$ cat config.mk
export PLATFORM = sky130hd
export DESIGN_NAME = mac_operand_feeder
export DESIGN_NICKNAME = d
export VERILOG_FILES = /design/src/rtl/mac_feed_pkg.sv /design/src/rtl/mac_feed_addr_gen.sv /design/src/rtl/mac_operand_feeder.sv
export SDC_FILE = /design/constraint.sdc
export NUM_CORES = 1
export LEC_CHECK = 0
export ABC_AREA = 0
export ABC_CLOCK_PERIOD_IN_PS = 2600
export CORE_MARGIN = 2
export CORE_UTILIZATION = 35
export CTS_BUF_LIST = sky130_fd_sc_hd__clkbuf_4
export CTS_CLUSTER_SIZE = 25
export DETAILED_ROUTE_END_ITERATION = 12
export PLACE_DENSITY = 0.76
export REMOVE_ABC_BUFFERS = 1
export SYNTH_ARGS = -nofsm -noshare
export SYNTH_HDL_FRONTEND = slang
export SYNTH_SLANG_ARGS = --single-unit
export TNS_END_PERCENT = 1
$ cat constraint.sdc
create_clock -name clk -period 2.6 [get_ports clk]
set_clock_uncertainty 0.15 [all_clocks]
set_input_delay 0.52 -clock clk [delete_from_list [all_inputs] [get_ports clk]]
set_output_delay 0.52 -clock clk [all_outputs]
set_load 0.02 [all_outputs]
$ cat src/rtl/mac_feed_pkg.sv
// Shared definitions for the MAC operand feeder: default sizes, state encoding
// and the tap-counter width helper.
package mac_feed_pkg;

   localparam int DEF_N    = 16;
   localparam int DEF_TAPS = 9;
   localparam int DEF_AW   = 8;

   localparam logic [2:0] ST_IDLE  = 3'd0;
   localparam logic [2:0] ST_ISSUE = 3'd1;
   localparam logic [2:0] ST_LAST  = 3'd2;
   localparam logic [2:0] ST_DRAIN = 3'd3;
   localparam logic [2:0] ST_HOLD  = 3'd4;

   typedef enum logic [2:0] {
      S_IDLE  = ST_IDLE,
      S_ISSUE = ST_ISSUE,
      S_LAST  = ST_LAST,
      S_DRAIN = ST_DRAIN,
      S_HOLD  = ST_HOLD
   } feed_state_t;

   // A single-tap pass still needs a one-bit counter.
   function automatic int cnt_width(input int taps);
      return (taps > 1) ? $clog2(taps) : 1;
   endfunction

endpackage

$ cat src/rtl/mac_feed_addr_gen.sv
// Buffer read sequencer: tap counter, base+i address generation, read strobe
// and first/last issue flags for one accumulation pass.
module mac_feed_addr_gen
   import mac_feed_pkg::*;
#(
   parameter int TAPS = DEF_TAPS,
   parameter int AW   = DEF_AW
) (
   input  logic          clk,
   input  logic          rst,
   input  logic          load,
   input  logic [AW-1:0] base_act,
   input  logic [AW-1:0] base_wgt,
   output logic          buf_rd,
   output logic [AW-1:0] act_addr,
   output logic [AW-1:0] wgt_addr,
   output logic          first_issue,
   output logic          last_issue
);

   localparam int             CW     = cnt_width(TAPS);
   localparam logic [CW-1:0]  LAST_I = CW'(TAPS - 1);

   logic [CW-1:0] tap_i;
   logic [CW-1:0] tap_nxt;
   logic [AW-1:0] base_act_q;
   logic [AW-1:0] base_wgt_q;

   assign tap_nxt     = tap_i + CW'(1);
   assign first_issue = buf_rd & (tap_i == '0);
   assign last_issue  = buf_rd & (tap_i == LAST_I);

   // Addresses are registered so they hold their last value once reads stop.
   always_ff @(posedge clk or negedge rst) begin
      if (!rst) begin
         tap_i      <= '0;
         buf_rd     <= 1'b0;
         base_act_q <= '0;
         base_wgt_q <= '0;
         act_addr   <= '0;
         wgt_addr   <= '0;
      end else if (load) begin
         tap_i      <= '0;
         buf_rd     <= 1'b1;
         base_act_q <= base_act;
         base_wgt_q <= base_wgt;
         act_addr   <= base_act;
         wgt_addr   <= base_wgt;
      end else if (buf_rd) begin
         if (last_issue) begin
            buf_rd <= 1'b0;
         end else begin
            tap_i    <= tap_nxt;
            act_addr <= base_act_q + AW'(tap_nxt);
            wgt_addr <= base_wgt_q + AW'(tap_nxt);
         end
      end
   end

endmodule

$ cat src/rtl/mac_operand_feeder.sv
// Drives one MAC accumulation pass from two buffers and hands the dot product
// downstream. Optional feature macro: MAC_FEED_RELU_EN (clamp negative results to 0).
//
// state | meaning
// IDLE  | waiting for start
// ISSUE | buffer reads in flight, one tap per cycle
// LAST  | final MAC enable, no read
// DRAIN | capture MAC output into result register
// HOLD  | result offered until res_ready
module mac_operand_feeder
   import mac_feed_pkg::*;
#(
   parameter int N    = DEF_N,
   parameter int TAPS = DEF_TAPS,
   parameter int AW   = DEF_AW
) (
   input  logic          clk,
   input  logic          rst,
   input  logic          start,
   input  logic [AW-1:0] base_act,
   input  logic [AW-1:0] base_wgt,
   input  logic [N-1:0]  bias,
   output logic          busy,
   output logic          buf_rd,
   output logic [AW-1:0] act_addr,
   output logic [AW-1:0] wgt_addr,
   input  logic [N-1:0]  act_data,
   input  logic [N-1:0]  wgt_data,
   output logic          mac_ce,
   output logic [N-1:0]  mac_a,
   output logic [N-1:0]  mac_b,
   output logic [N-1:0]  mac_sum,
   input  logic [N-1:0]  mac_out,
   output logic [N-1:0]  res_data,
   output logic          res_valid,
   input  logic          res_ready
);

   feed_state_t  state, state_nxt;
   logic         start_acc;
   logic         first_issue;
   logic         last_issue;
   logic         ce_q;
   logic         first_q;
   logic [N-1:0] bias_q;
   logic [N-1:0] res_nxt;

   assign start_acc = (state == S_IDLE) & start;
   assign busy      = (state != S_IDLE);

   mac_feed_addr_gen #(
      .TAPS (TAPS),
      .AW   (AW)
   ) u_addr_gen (
      .clk         (clk),
      .rst         (rst),
      .load        (start_acc),
      .base_act    (base_act),
      .base_wgt    (base_wgt),
      .buf_rd      (buf_rd),
      .act_addr    (act_addr),
      .wgt_addr    (wgt_addr),
      .first_issue (first_issue),
      .last_issue  (last_issue)
   );

   always_ff @(posedge clk or negedge rst) begin
      if (!rst) state <= S_IDLE;
      else      state <= state_nxt;
   end

   always_comb begin
      state_nxt = state;
      case (state)
         S_IDLE:  if (start)      state_nxt = S_ISSUE;
         S_ISSUE: if (last_issue) state_nxt = S_LAST;
         S_LAST:                  state_nxt = S_DRAIN;
         S_DRAIN:                 state_nxt = S_HOLD;
         S_HOLD:  if (res_ready)  state_nxt = S_IDLE;
         default:                 state_nxt = S_IDLE;
      endcase
   end

   // Read data lands one cycle after the strobe, so the MAC enable trails buf_rd.
   always_ff @(posedge clk or negedge rst) begin
      if (!rst) begin
         ce_q    <= 1'b0;
         first_q <= 1'b0;
         bias_q  <= '0;
      end else begin
         ce_q    <= buf_rd;
         first_q <= first_issue;
         if (start_acc) bias_q <= bias;
      end
   end

   assign mac_ce  = ce_q;
   assign mac_a   = ce_q ? act_data : '0;
   assign mac_b   = ce_q ? wgt_data : '0;
   assign mac_sum = ce_q ? (first_q ? bias_q : mac_out) : '0;

`ifdef MAC_FEED_RELU_EN
   assign res_nxt = mac_out[N-1] ? '0 : mac_out;
`else
   assign res_nxt = mac_out;
`endif

   always_ff @(posedge clk or negedge rst) begin
      if (!rst) begin
         res_data  <= '0;
         res_valid <= 1'b0;
      end else if (state == S_DRAIN) begin
         res_data  <= res_nxt;
         res_valid <= 1'b1;
      end else if ((state == S_HOLD) && res_ready) begin
         res_valid <= 1'b0;
      end
   end

endmodule

==> results.sh <==
export IMPL_synthToLayoutAreaGrowth_pct=50.0
export IMPL_cts_setup_buffers=0
export IMPL_vias=3525
export IMPL_yosys_warnings=0
export IMPL_num_rows=38
export IMPL_reg2reg_to="u_addr_gen.wgt_addr[6]"
export IMPL_synthAdderAreaFrac=0.0418
export IMPL_synth_top_cell_area_share=0.475
export IMPL_grt_max_degree=72
export IMPL_reg2reg_setup_slack_ns=0.13
export IMPL_postSynthCellCount=405
export IMPL_grt_first_pass_wirelength_um=17300
export IMPL_rsz0062_at_grt="no"
export IMPL_worstMarginPinSlew_ns=0.925
export IMPL_synthesis_area_um2=3950
export IMPL_fin_crit_ns=2.51
export IMPL_period_share=0.967
export IMPL_synthXorXnorAreaFrac=0.0222
export IMPL_num_nets_final=667
export IMPL_grt_usage=0.186
export IMPL_synth_common_cells="105 x nand2_1, 75 x dfrtp_1, 33 x and2_1, 22 x mux2i_1, 19 x o21ai_0"
export IMPL_numCtsBuffers=9
export IMPL_cts_root_buf="clkbuf_4"
export IMPL_wl_per_cell_um=16.0
export IMPL_critical_path_class="flip-flop to primary output"
export IMPL_synth_area_top_cells="dfrtp_1 48%, nand2_1 10%, mux2i_1 5.6%"
export IMPL_firstDrtPassIters=4
export IMPL_setup_violations=0
export IMPL_core_region_area_um2=10900
export IMPL_cts_path_max_buffers=2
export IMPL_place_ws_ns=0.0464
export IMPL_status="complete, no violations"
export IMPL_yosysSeqAreaShare=0.475
export IMPL_cts_hold_buf=0
export IMPL_r2r_start="u_addr_gen.tap_i[0]"
export IMPL_cts_tree="done"
export IMPL_die_w_um=110
export IMPL_synth_flop_cell="dfrtp_1"
export IMPL_drv_slew=0
export IMPL_ant_nets=0
export IMPL_routed_wl_um=11500
export IMPL_drt_initial_drc_count=113
export IMPL_synth_compound_area_frac=0.0922
export IMPL_p_leak_nw=2.77
export IMPL_relSlewSlack=0.383
export IMPL_cap_violations=0
export IMPL_yosysMostFrequentCell="nand2_1"
export IMPL_clk_pin_slew_ns=0.13
export IMPL_seqCellArea_um2=1880
export IMPL_min_path_type="input port to async pin"
export IMPL_r2r_cells=8
export IMPL_port_buffers=167
export IMPL_hold_viol=0
export IMPL_vias_per_cell=4.92
export IMPL_grt_ovfl_total=0
export IMPL_finish_utilization=0.542
export IMPL_crit_end="mac_sum[14]"
export IMPL_dieArea_um2=12100
export IMPL_start_kind="flip-flop"
export IMPL_synth_cell_type_count=43
export IMPL_cts_max_level=3
export IMPL_ir_drop_mv=0.604
export IMPL_power_density_nw_per_um2=1260
export IMPL_synth_mux_area_frac=0.101
export IMPL_crit_arrival_ns=1.84
export IMPL_yosysTopAreaCell="dfrtp_1"
export IMPL_synth_edf_count=0
export IMPL_antenna_cells=0
export IMPL_cp_required_ns=1.93
export IMPL_fp_dieH_um=110
export IMPL_synthSimpleGateAreaFrac=0.229
export IMPL_drive_gt1_frac=0.101
export IMPL_grt_pass1_vias=3587
export IMPL_synth_top_family_by_area="simple AND/OR/NAND/NOR gates"
export IMPL_antenna_found_initial=0
export IMPL_start_util=0.361
export IMPL_io_pins=168
export IMPL_critPathMaxFanout=16
export IMPL_synth_seq_cells=75
export IMPL_clock_latency_ns=0.41
export IMPL_gp_congestion=0.779
export IMPL_cts_sinks=75
export IMPL_synth_area_per_cell_um2=9.75
export IMPL_endpoint_kind="primary output"
export IMPL_fmax_ghz=0.398
export IMPL_place_hpwl_um=8510
export IMPL_num_fill_cells=966
export IMPL_startpoint="first_q"
export IMPL_fin_ws_ns=0.0856
export IMPL_synth_async_sr_flop_share=1.00
export IMPL_drcViolationCount=0
export IMPL_fin_tns_setup_ns=0
export IMPL_multi_input_area_um2=1940
## routing by layer
layer | share of wire | global-route usage | up-vias
met4 | 0.014 | 0.0580 | 0
met2 | 0.51 | 0.354 | 146
met5 | 0 | 0 | -
li1 | - | - | 1680
met3 | 0.084 | 0.0417 | 18
met1 | 0.39 | 0.203 | 1681
## where the power goes
part,switching (mW),internal (mW),total (mW)
Sequential,0.432,1.74,2.18
Clock,0.436,0.290,0.726
Combinational,2.39,2.16,4.56
Total,3.26,4.20,7.46
## worst max-delay path: stages (launching register included)
cell,delay (ns)
dfrtp_1,0.41
buf_8,0.17
mux2i_1,0.13
nor2b_1,0.11
clkdlybuf4s50_1,0.61
## sequential cells by signal, summed over array words and instances, names as in the netlist
| signal | cells |
|---|---|
| state | 3 |
| u_addr_gen.base_wgt_q | 8 |
| u_addr_gen.wgt_addr | 8 |
| first_q | 1 |
| res_valid | 1 |
| u_addr_gen.tap_i | 4 |
| bias_q | 16 |
| res_data | 16 |
| u_addr_gen.act_addr | 8 |
| mac_ce | 1 |
| u_addr_gen.buf_rd | 1 |
| u_addr_gen.base_act_q | 8 |
## cells by family (layout without fill, tap and decap cells)
| logic type | count (synthesis) | after routing |
|---|---|---|
| AOI/OAI and AO/OA | 54 | 54 |
| xor gates and xnor gates | 10 | 10 |
| adders and majority gates | 12 | 12 |
| buffers and inverters | 25 | 196 |
| DFF | 75 | 75 |
| muxes | 38 | 38 |
| and+or+nand+nor | 191 | 191 |
## worst min path at each step
stage	from	endpoint	slack [ns]
2_1_floorplan	rst	bias_q[0]	0.07
3_3_place_gp	bias_q[3]	bias_q[3]	0.31
3_5_place_dp	bias_q[11]	bias_q[11]	0.32
4_1_cts	rst	u_addr_gen.wgt_addr[5]	0.09
5_1_grt	rst	u_addr_gen.base_wgt_q[5]	0.11
6_report	rst	u_addr_gen.wgt_addr[5]	0.03
## through the flow
stage / cells / hold slack (ns) / power (mW) / cell area (µm²)
2_1_floorplan: 385 / 0.0744 / 4.85 / 3820
4_1_cts: 716 / 0.0937 / 7.52 / 5870
3_5_place_dp: 700 / 0.316 / 6.78 / 5730
3_3_place_gp: 700 / 0.308 / 6.64 / 5730
5_1_grt: 716 / 0.113 / 8.02 / 5920
6_report: 716 / 0.0330 / 7.46 / 5920
## final cells by class
class / count / share of cell area
clock buffer: 9 / 0.0114
clock inverter: 7 / 0.0116
inverter: 5 / 0.00317
multi-input combinational: 305 / 0.327
sequential: 75 / 0.317
tap: 140 / 0.0296
timing repair buffer: 175 / 0.300
## timing repair
item | in CTS | in global routing
gates resized for setup | 3 | 17
endpoints found under the setup margin | 16 | 47
pin swaps | 0 | 1
## layout by cell type, fill, tap and decap left out, types with 4 or more instances in the layout
| cell type | instances |
|---|---|
| ha_1 | 9 |
| nand3_1 | 8 |
| xnor2_1 | 7 |
| nand2_1 | 105 |
| inv_1 | 5 |
| mux2_2 | 16 |
| nor2b_1 | 18 |
| dlymetal6s2s_1 | 11 |
| and2_1 | 33 |
| buf_4 | 6 |
| o21ai_0 | 18 |
| nor3_1 | 4 |
| nor2_1 | 13 |
| a21oi_1 | 13 |
| mux2i_1 | 22 |
| a21o_2 | 4 |
| clkbuf_4 | 9 |
| clkdlybuf4s50_1 | 153 |
| dfrtp_1 | 75 |
Note: power is estimated with default switching activity, not from simulation.
